===== src/rtl/button_event_decoder.sv =====
// Turns a debounced push-button level into registered press/release/long/repeat pulses,
// held-status levels and a wrapping press counter.
module button_event_decoder #(
  parameter bit          ACTIVE_LOW = 1'b1,
  parameter int unsigned CNT_W      = 24,
  parameter int unsigned LONG_CYC   = 1000000,
  parameter int unsigned REPEAT_CYC = 250000
) (
  input  logic       clk,
  input  logic       rst,
  input  logic       pb_debounced,
  output logic       press_pulse,
  output logic       release_pulse,
  output logic       long_pulse,
  output logic       repeat_pulse,
  output logic       held,
  output logic       long_held,
  output logic [7:0] press_count
);

  typedef enum logic [1:0] {StIdle, StPress, StHold} state_e;

  localparam logic [CNT_W-1:0] LongLast   = CNT_W'(LONG_CYC - 1);
  // Only meaningful when REPEAT_CYC != 0; every use is guarded by that condition.
  localparam logic [CNT_W-1:0] RepeatLast = CNT_W'(REPEAT_CYC - 1);

  state_e           state_q, state_d;
  logic [CNT_W-1:0] timer_q, timer_d;
  logic [7:0]       cnt_q, cnt_d;
  logic             press_q, press_d;
  logic             rel_q, rel_d;
  logic             long_q, long_d;
  logic             rep_q, rep_d;
  logic             p;

  assign p = ACTIVE_LOW ? ~pb_debounced : pb_debounced;

  always_comb begin
    state_d = state_q;
    timer_d = timer_q;
    cnt_d   = cnt_q;
    press_d = 1'b0;
    rel_d   = 1'b0;
    long_d  = 1'b0;
    rep_d   = 1'b0;
    unique case (state_q)
      StIdle: begin
        if (p) begin
          state_d = StPress;
          press_d = 1'b1;
          timer_d = CNT_W'(1);
          cnt_d   = cnt_q + 8'd1;
        end else begin
          timer_d = '0;
        end
      end
      StPress: begin
        // Release wins over the long-press threshold in the same cycle.
        if (!p) begin
          state_d = StIdle;
          rel_d   = 1'b1;
        end else if (timer_q == LongLast) begin
          state_d = StHold;
          long_d  = 1'b1;
          timer_d = '0;
        end else begin
          timer_d = timer_q + CNT_W'(1);
        end
      end
      StHold: begin
        if (!p) begin
          state_d = StIdle;
          rel_d   = 1'b1;
        end else if (REPEAT_CYC != 0) begin
          if (timer_q == RepeatLast) begin
            rep_d   = 1'b1;
            timer_d = '0;
          end else begin
            timer_d = timer_q + CNT_W'(1);
          end
        end
      end
      default: begin
        state_d = StIdle;
        timer_d = '0;
      end
    endcase
  end

  always_ff @(posedge clk) begin
    if (rst) begin
      state_q <= StIdle;
      timer_q <= '0;
      cnt_q   <= '0;
      press_q <= 1'b0;
      rel_q   <= 1'b0;
      long_q  <= 1'b0;
      rep_q   <= 1'b0;
    end else begin
      state_q <= state_d;
      timer_q <= timer_d;
      cnt_q   <= cnt_d;
      press_q <= press_d;
      rel_q   <= rel_d;
      long_q  <= long_d;
      rep_q   <= rep_d;
    end
  end

  assign press_pulse   = press_q;
  assign release_pulse = rel_q;
  assign long_pulse    = long_q;
  assign repeat_pulse  = rep_q;
  assign held          = (state_q != StIdle);
  assign long_held     = (state_q == StHold);
  assign press_count   = cnt_q;

endmodule


===== config.mk =====
export PLATFORM = sky130hd
export DESIGN_NAME = button_event_decoder
export DESIGN_NICKNAME = d
export VERILOG_FILES = /design/src/rtl/button_event_decoder.sv
export SDC_FILE = /design/constraint.sdc
export NUM_CORES = 1
export LEC_CHECK = 0
export ABC_AREA = 1
export BUFFER_PORTS_ARGS = -buffer_cell sky130_fd_sc_hd__buf_2
export CAP_MARGIN = 40
export CORE_MARGIN = 3
export CORE_UTILIZATION = 53
export CTS_CLUSTER_SIZE = 14
export DETAILED_ROUTE_END_ITERATION = 8
export GPL_TIMING_DRIVEN = 1
export PLACE_DENSITY = 0.72
export SLEW_MARGIN = 25
export SYNTH_ARGS = -nofsm -noshare
export SYNTH_HDL_FRONTEND = slang
export SYNTH_SLANG_ARGS = --single-unit

===== constraint.sdc =====
create_clock -name clk -period 1.6 [get_ports clk]
set_clock_uncertainty 0.1 [all_clocks]
set_input_delay 0.32 -clock clk [delete_from_list [all_inputs] [get_ports clk]]
set_output_delay 0.32 -clock clk [all_outputs]
set_load 0.02 [all_outputs]

After elaboration in Yosys (flattened, before gate mapping)
Index checks and enable logic that the tools add are counted.
{ "op_classes": {"n_addsub": 2, "n_eq_ne": 9, "n_mux": 15, "bitwise_logic": 5, "reduce_logical": 10} }
{ "ops": {"columns": ["op", "n"], "rows": [
  ["24-bit 2-to-1 mux", 4],
  ["24-bit one-hot mux with 3 select lines", 1],
  ["24-bit by 1-bit adder with 24-bit output, second input constant", 1],
  ["24-bit by 18-bit equality test with 1-bit output, second input constant", 1],
  ["24-bit by 20-bit equality test with 1-bit output, second input constant", 1],
  ["8-bit by 1-bit adder with 8-bit output, second input constant", 1],
  ["2-bit 2-to-1 mux", 4],
  ["2-bit inequality test, second input constant", 4],
  ["2-bit one-hot mux with 3 select lines", 1],
  ["2-bit OR reduction", 3],
  ["3-bit OR reduction", 2],
  ["1-bit 2-to-1 mux", 5],
  ["1-bit inverter", 5],
  ["2-bit AND reduction", 2],
  ["3-bit inequality test, second input constant", 1],
  ["3-bit AND reduction", 1],
  ["2-bit by 1-bit equality test with 1-bit output, second input constant", 1],
  ["2-bit equality test, second input constant", 1],
  ["2-bit zero test", 1],
  ["2-bit nonzero test", 1]
]} }
{ "word_totals": {"register_bits": 38, "out_inout_bits": 14, "wordCells": 48} }

Logic depth before layout (Yosys ltp)
Gate-level depths: netlist of run 1.
{ "depth": {"ltp_word": 4, "mapped_depth": 13, "ltp_nobuf": 12} }

Least setup slack after synthesis of run 1
OpenSTA, ideal clock, no wires.
{ "synth_timing": {"path_type": "reg-to-reg", "startpoint": "reg state_q[0]", "endpoint": "reg timer_q[16]", "t_arrival_ns": 1.652, "required_ns": 1.385, "path_slack_ns": -0.267, "path_stages_with_launch": 12, "cell_sequence": "dfxtp_1 inv_1 ha_1 o21ai_1 buf_2 nand2_2 nor2_2 inv_2 nor2_4 inv_2 a21oi_1 nor2_1"} }
{ "synth_via": {"elab_chain_len": 3, "elab_cells_between_ends": 7, "classes_between": "eq/ne: 4; mux: 1; reduce/logical: 2"} }
{ "synth_lines": {"columns": ["element", "line_no", "text"], "rows": [
  ["start, declared", "27", "state_e state_q, state_d;"],
  ["start signal, assigned", "92", "state_q <= StIdle;"],
  ["start signal, assigned", "100", "state_q <= state_d;"],
  ["2-bit equality test (*)", null, null],
  ["via long_held", "17", "output logic long_held,"],
  ["2-bit inequality test (no source line)", null, null],
  ["2-bit AND reduction (no source line)", null, null],
  ["end signal, assigned", "101", "timer_q <= timer_d;"],
  ["end, declared", "28", "logic [CNT_W-1:0] timer_q, timer_d;"]
]} }
The timed path passes the listed nets; every way through them passes the cells marked *.
A chain may end at the register's enable or synchronous reset.

Worst setup path after layout of run 1
{ "layout_timing": {"startpoint": "reg timer_q[0]", "endpoint": "reg timer_q[22]"} }
{ "layout_via": {"elab_chain_len": 4, "elab_cells_between_ends": 8, "classes_between": "add/sub: 1; eq/ne: 2; mux: 5"} }
{ "layout_lines": {"columns": ["element", "line_no", "text"], "rows": [
  ["24-bit by 1-bit adder with 24-bit output, or another cell as far along", "67, 79", null],
  ["24-bit 2-to-1 mux (on tied branches)", "75, 62", null],
  ["24-bit 2-to-1 mux (on tied branches)", "71, 59", null],
  ["24-bit one-hot mux with 3 select lines (*)", "46", "unique case (state_q)"]
]} }
Mark *: on every way between the ends. The rest lies on a longest branch, timed or not. The select of a mux whose other input is x is not followed.

==> results.py, run 1 <==
metrics = {
    "sta": {
        "drv_slew": 0,
        "layout_setup_ws_ps": -212.8,
        "finalCritPeriodShare_pct": 113.3,
        "clock.fmax_ghz": 0.5516,
        "setup_viol": 32,
        "period_needed_ps": 1813,
        "hold_violations": 0,
        "whs_ps": 235.9,
        "relSlewSlack_pct": 80.57,
        "tightest_slew_ps": 290.4,
        "rsz0062_at_grt": "true",
    },
    "global_routing": {
        "grtUsageTotal_pct": 29.69,
        "grt_max_degree": 14,
        "grt_pass1_vias": 2255,
        "grt_pass1_wl_mm": 10.29,
        "antenna_found_initial": 0,
        "overflow": 0,
    },
    "synthesis": {
        "synth_most_common_cell": "nor2_1",
        "synth_edf_count": 0,
        "synth_top_area_share_pct": 36.96,
        "netlist_area_um2": 2058,
        "yosysTopAreaCell": "dfxtp_1",
        "ys_ff_latch": 38,
        "synth_ff_type": "dfxtp_1",
        "yosysSeqAreaShare_pct": 36.96,
        "syn-num-nets": 308,
        "synth.top_cells.by_count": "nor2_1 (58), nand2_1 (51), dfxtp_1 (38)",
        "synth_warnings": 0,
        "syn_inst": 299,
        "ys_top_cells_by_area": "dfxtp_1 (37%), nor2_1 (11%), nand2_1 (9.3%)",
        "avgSynthCellArea_um2": 6.884,
        "synth_cell_types": 32,
        "synthArstFlopShare_pct": 0,
    },
    "power_and_ir_drop": {
        "clock_power_share_pct": 22.4,
        "p_leak_uw": 0.001306,
        "p_sw_uw": 1560,
        "intPower_uw": 2243,
        "power_frac_comb_pct": 48.4,
        "p_per_area_nw_per_um2": 1190,
        "ir_drop_v": 0.001711,
        "pwr-share-seq_pct": 29.1,
        "swShare_pct": 41.01,
    },
    "floorplanning": {
        "coreArea_um2": 3689,
        "row_count": 22,
        "pin_count": 17,
        "dieArea_um2": 4667,
        "chipHeight_um": 68.32,
        "die_w_um": 68.32,
        "start_util_pct": 55.80,
    },
    "cts": {
        "h-tree-depth": 2,
        "tritoncts": "yes",
        "cts_made_buffers": 5,
        "cts_max_path_buffers": 2,
        "path_clk_slew_ps": 80,
        "clkLatencyLatePin_ps": 300,
        "clockRootBuffer": "clkbuf_8",
        "cts.sinks": 38,
    },
    "hold_path": {
        "hp-class": "in -> reg",
    },
    "place": {
        "place_hpwl_mm": 3.878,
        "postPlaceCellArea_um2": 2544,
        "place.gp.congestion": 0.8954,
        "io_buffers": 16,
    },
    "routing": {
        "drt.antenna.violating_nets": 0,
        "drc_errors": 0,
        "vias_per_cell": 5.837,
        "wl_per_cell_um": 18.12,
        "num_vias": 2469,
        "drt-total-wl_mm": 7.663,
        "first_pass_iters": 5,
        "dr.first_iter.drc_count": 252,
    },
    "critical_path": {
        "slowest_delay_ps": 370,
        "slowest_stage": "dfxtp_2",
        "arrival_ps": 1910,
        "cp_max_fo": 4,
        "crit_path_start_kind": "flip-flop",
        "critPathTopFamily": "simple AND/OR/NAND/NOR gates",
        "worst-path-buf-inv": 2,
        "path_cells": "ha_4 -> nand2_4 -> inv_2 -> nand2_2 -> nor2_2 -> nand3_2 -> nand2_2 -> nand2_4 -> nand2_4 -> nand2_8 -> buf_12 -> nand3_2 -> nor2_1",
        "crit_required_ps": 1700,
        "crit_top_cell": "nand2_4",
        "crit_type": "reg -> reg",
        "end_kind": "flip-flop",
    },
    "final_layout": {
        "layout-drive-gt1-share_pct": 49.07,
        "nets": 383,
        "final_area_um2": 3194,
        "num_antenna_cells": 0,
        "num-fill-cells": 170,
        "area_growth_syn_to_layout_pct": 55.20,
    },
    "status": {
        "outcome": "finished with violations",
        "violations": "negative setup slack",
    },
    "job": {
        "cap_violations": 0,
    },
}
tightest hold or removal path, cell delays in order:
cell and delay, ps:
buf_2 150, nand2_1 90, nor2_1 40
final timing paths:
kind	slack (ps)	to	depth (start not counted)	from
max	-210	timer_q[22]	13	timer_q[0]
min	240	release_pulse	3	pb_debounced
max reg2reg	-210	timer_q[22]	13	timer_q[0]
min reg2reg	420	press_count[3]	1	press_count[3]
kinds of logic after synthesis:
family | Yosys count | share of synthesized area, %
DFF | 38 | 36.96
AOI/OAI and AO/OA | 33 | 8.815
xor gates and xnor gates | 8 | 3.404
adders and majority gates | 6 | 3.647
buffers and inverters | 48 | 9.605
and+or+nand+nor | 166 | 37.57
flip-flops by register name (all words and copies together) (netlist names):
| signal | cells |
|---|---|
| release_pulse | 1 |
| repeat_pulse | 1 |
| press_pulse | 1 |
| press_count | 8 |
| timer_q | 24 |
| long_pulse | 1 |
| state_q | 2 |
power by group through the flow:
stage / Sequential, uW / Combinational, uW / Clock (uW)
floorplan: 1130 / 673 / 0
global placement: 1100 / 1110 / 0
detailed placement: 1100 / 1140 / 0
CTS: 1100 / 1470 / 852
global route: 1120 / 1940 / 903
finish: 1110 / 1840 / 853
cell type report:
| class | count | area (um^2) | share of cell area [%] |
|---|---|---|---|
| Clock buffer | 5 | 68.82 | 2.154 |
| Inverter | 42 | 167.7 | 5.249 |
| Clock inverter | 3 | 45.04 | 1.410 |
| Sequential cell | 38 | 777.0 | 24.32 |
| Multi-Input combinational cell | 215 | 1528 | 47.83 |
| Tap cell | 48 | 60.06 | 1.880 |
| Timing Repair Buffer | 72 | 548.0 | 17.16 |
through the flow:
step           cells  TNS, ps  worst slack (ps)  power (uW)  utilization (%)
2_1_floorplan    299   -110.1            -35.23        1805                -
3_3_place_gp     401    -1446            -89.48        2206            68.96
3_5_place_dp     401    -2107            -189.6        2240            68.96
4_1_cts          416   -489.4            -66.95        3423            78.73
5_1_grt          423    -7247            -317.4        3960            86.60
6_report         423    -4348            -212.8        3803            86.60
cells in the final DEF (no fill, tap or decap), types with 2 or more instances in the layout:
| cell type | instances |
|---|---|
| a21oi_1 | 9 |
| a21oi_2 | 2 |
| buf_2 | 14 |
| buf_4 | 49 |
| buf_6 | 8 |
| clkbuf_8 | 5 |
| clkinvlp_4 | 2 |
| dfxtp_1 | 29 |
| dfxtp_2 | 7 |
| dfxtp_4 | 2 |
| ha_1 | 2 |
| ha_4 | 4 |
| inv_1 | 28 |
| inv_2 | 10 |
| inv_4 | 4 |
| nand2_1 | 38 |
| nand2_2 | 13 |
| nand2_4 | 7 |
| nand2_8 | 4 |
| nand3_1 | 13 |
| nand3_2 | 9 |
| nand4_1 | 2 |
| nor2_1 | 43 |
| nor2_2 | 10 |
| nor2_4 | 13 |
| nor3_1 | 5 |
| nor3_4 | 4 |
| nor4_1 | 2 |
| nor4_2 | 2 |
| o21ai_0 | 6 |
| o21ai_1 | 3 |
| o21ai_2 | 5 |
| o22ai_2 | 2 |
| xor2_1 | 6 |
layer usage:
metal | part of all wire, % | track usage, % | routed length (um) | up-vias
li1 | - | - | - | 1108
met1 | 37 | 33.97 | 2827 | 1138
met2 | 49 | 53.55 | 3764 | 171
met3 | 7.9 | 5.911 | 605 | 52
met4 | 6.1 | 11.66 | 466 | 0
met5 | 0 | 0 | 0 | -
what timing repair did:
item,4_1_cts,5_1_grt
hold buffers,0,0
pin swaps,9,16
endpoints found under the hold margin,0,0
endpoints found under the setup margin,28,33
gates resized for setup,41,73
setup buffers,5,8
cloned,2,0
(Power assumes the default switching activity.)
==> run 2: changes to the inputs <==
Settings changed: CORE_UTILIZATION 53 to 55, CTS_BUF_LIST from default to sky130_fd_sc_hd__clkbuf_4, PLACE_DENSITY 0.72 to 0.74, TNS_END_PERCENT from default to 30.
==> run 2 against run 1 <==
The run still ends with negative setup slack left; count of clock-buffer cells in the layout stayed put; die area is 3.3% lower; via count decreased by 15%; wire length fell by 27%; non-clock buffer count is 20 lower; sequential power is essentially flat; clock power down 42%; sequential share of layout area rose by 3.2 points; largest power group unchanged.
==> results.py, run 2 (same netlist as run 1, synthesis figures left out) <==
metrics = {
    "power_and_ir_drop": {
        "p_per_area_nw_per_um2": 1095,
        "clock_power_share_pct": 15.8,
        "intPower_uw": 1796,
        "power_frac_comb_pct": 48.6,
        "p_leak_uw": 0.001151,
        "p_sw_uw": 1313,
        "pwr-share-seq_pct": 35.6,
        "ir_drop_v": 0.001080,
        "swShare_pct": 42.25,
        "p_total_uw": 3109,
    },
    "cts": {
        "cts.sinks": 38,
        "path_clk_slew_ps": 110,
        "h-tree-depth": 2,
        "tritoncts": "yes",
        "cts_made_buffers": 5,
        "clockRootBuffer": "clkbuf_4",
        "hold_buffers": 0,
        "cts_max_path_buffers": 2,
        "clkLatencyLatePin_ps": 350,
    },
    "sta": {
        "tightest_slew_ps": 333.0,
        "period_needed_ps": 1676,
        "setup-tns-final_ps": -664.7,
        "whs_ps": 171.2,
        "hold_violations": 0,
        "layout_setup_ws_ps": -75.95,
        "drv_slew": 0,
        "relSlewSlack_pct": 77.63,
        "setup_viol": 26,
        "rsz0062_at_grt": "true",
        "finalCritPeriodShare_pct": 104.7,
        "clock.fmax_ghz": 0.5967,
    },
    "final_layout": {
        "largest_reg_flops": 24,
        "layout-drive-gt1-share_pct": 39.15,
        "final_common_cell": "nor2_1",
        "fin_cells": 401,
        "largest-register": "timer_q",
        "nets": 363,
        "num_antenna_cells": 0,
        "mostFrequentLayoutCells": "nor2_1 (47), nand2_1 (46), buf_4 (31), inv_1 (29), dfxtp_1 (26)",
        "area_growth_syn_to_layout_pct": 37.93,
    },
    "routing": {
        "first_pass_iters": 4,
        "num_vias": 2094,
        "drc_errors": 0,
        "drt.antenna.violating_nets": 0,
        "drt-total-wl_mm": 5.604,
        "dr.first_iter.drc_count": 119,
        "wl_per_cell_um": 13.98,
        "vias_per_cell": 5.222,
    },
    "floorplanning": {
        "row_count": 21,
        "start_util_pct": 59.34,
        "die_w_um": 67.18,
        "coreArea_um2": 3468,
        "pin_count": 17,
        "chipHeight_um": 67.18,
        "dieArea_um2": 4512,
    },
    "critical_path": {
        "crit_type": "reg -> reg",
        "crit_path_start_kind": "flip-flop",
        "cp_max_fo": 3,
        "arrival_ps": 1830,
        "end_kind": "flip-flop",
        "crit_required_ps": 1760,
    },
    "place": {
        "dp_cells": 388,
        "io_buffers": 16,
        "place_hpwl_mm": 3.609,
        "place.gp.congestion": 0.9323,
    },
    "global_routing": {
        "use_met2_pct": 42.70,
        "overflow": 0,
        "use_met3_pct": 6.822,
        "grt_pass1_vias": 1947,
        "grtUsageTotal_pct": 26.36,
        "gr-max-usage-layer": "met2",
        "met1_usage_pct": 34.08,
        "grt_max_degree": 14,
        "grt_pass1_wl_mm": 8.838,
        "antenna_found_initial": 0,
    },
    "status": {
        "violations": "negative setup slack",
        "outcome": "finished with violations",
    },
    "hold_path": {
        "hp-class": "in -> reg",
    },
    "job": {
        "cap_violations": 0,
    },
}
[run 2: critical path: stages, from the launching register on]
cell	delay, ps
dfxtp_4	400
inv_4	50
ha_2	180
o21ai_4	150
buf_6	140
nand2_4	50
nor2_4	110
inv_2	70
nor2_4	110
inv_2	50
a21oi_2	110
nor2_1	60
[run 2: cell type report]
type | instances | area, um^2
flip-flops and latches | 38 | 780.7
multi-input cells | 215 | 1376
well taps | 46 | 57.56
fillers | 231 | 629.4
clock inverters | 3 | 16.27
clock buffers | 5 | 37.54
inverters | 42 | 167.7
repair buffers | 52 | 402.9
[run 2: power by group through the flow]
stage	clock network (uW)	logic, uW	registers [uW]
after floorplan	0	673	1130
after global placement	0	963	1090
after detailed placement	0	984	1100
after CTS	507	1320	1090
after global routing	561	1610	1110
final	492	1510	1110
[run 2: path summary, 6_finish.rpt]
check,end,depth (start not counted),slack [ps],startpoint
hold / removal,release_pulse,3,170,pb_debounced
hold reg to reg,press_count[3],1,410,press_count[3]
setup / recovery,timer_q[16],11,-80,state_q[1]
setup reg to reg,timer_q[16],11,-80,state_q[1]
[run 2: layer usage]
metal  routed length [um]  up-vias
li1                     -     1069
met1                 2355      938
met2                 2753       71
met3                  361       16
met4                  134        0
met5                    0        -
[run 2: timing repair]
item,4_1_cts,5_1_grt
buffers inserted,1,2
pin swaps,8,11
setup endpoints to repair,31,32
cloned,2,0
gates resized for setup,31,45
hold endpoints to repair,0,0
[run 2: through the flow]
stage / utilization [%] / setup slack [ps] / cell area (um^2)
finish: 81.85 / -75.95 / 2839
global route: 81.85 / -152.3 / 2839
CTS: 77.06 / -46.23 / 2673
detailed placement: 70.89 / -125.3 / 2459
global placement: 70.89 / -62.38 / 2459
floorplan: - / -35.23 / 2110
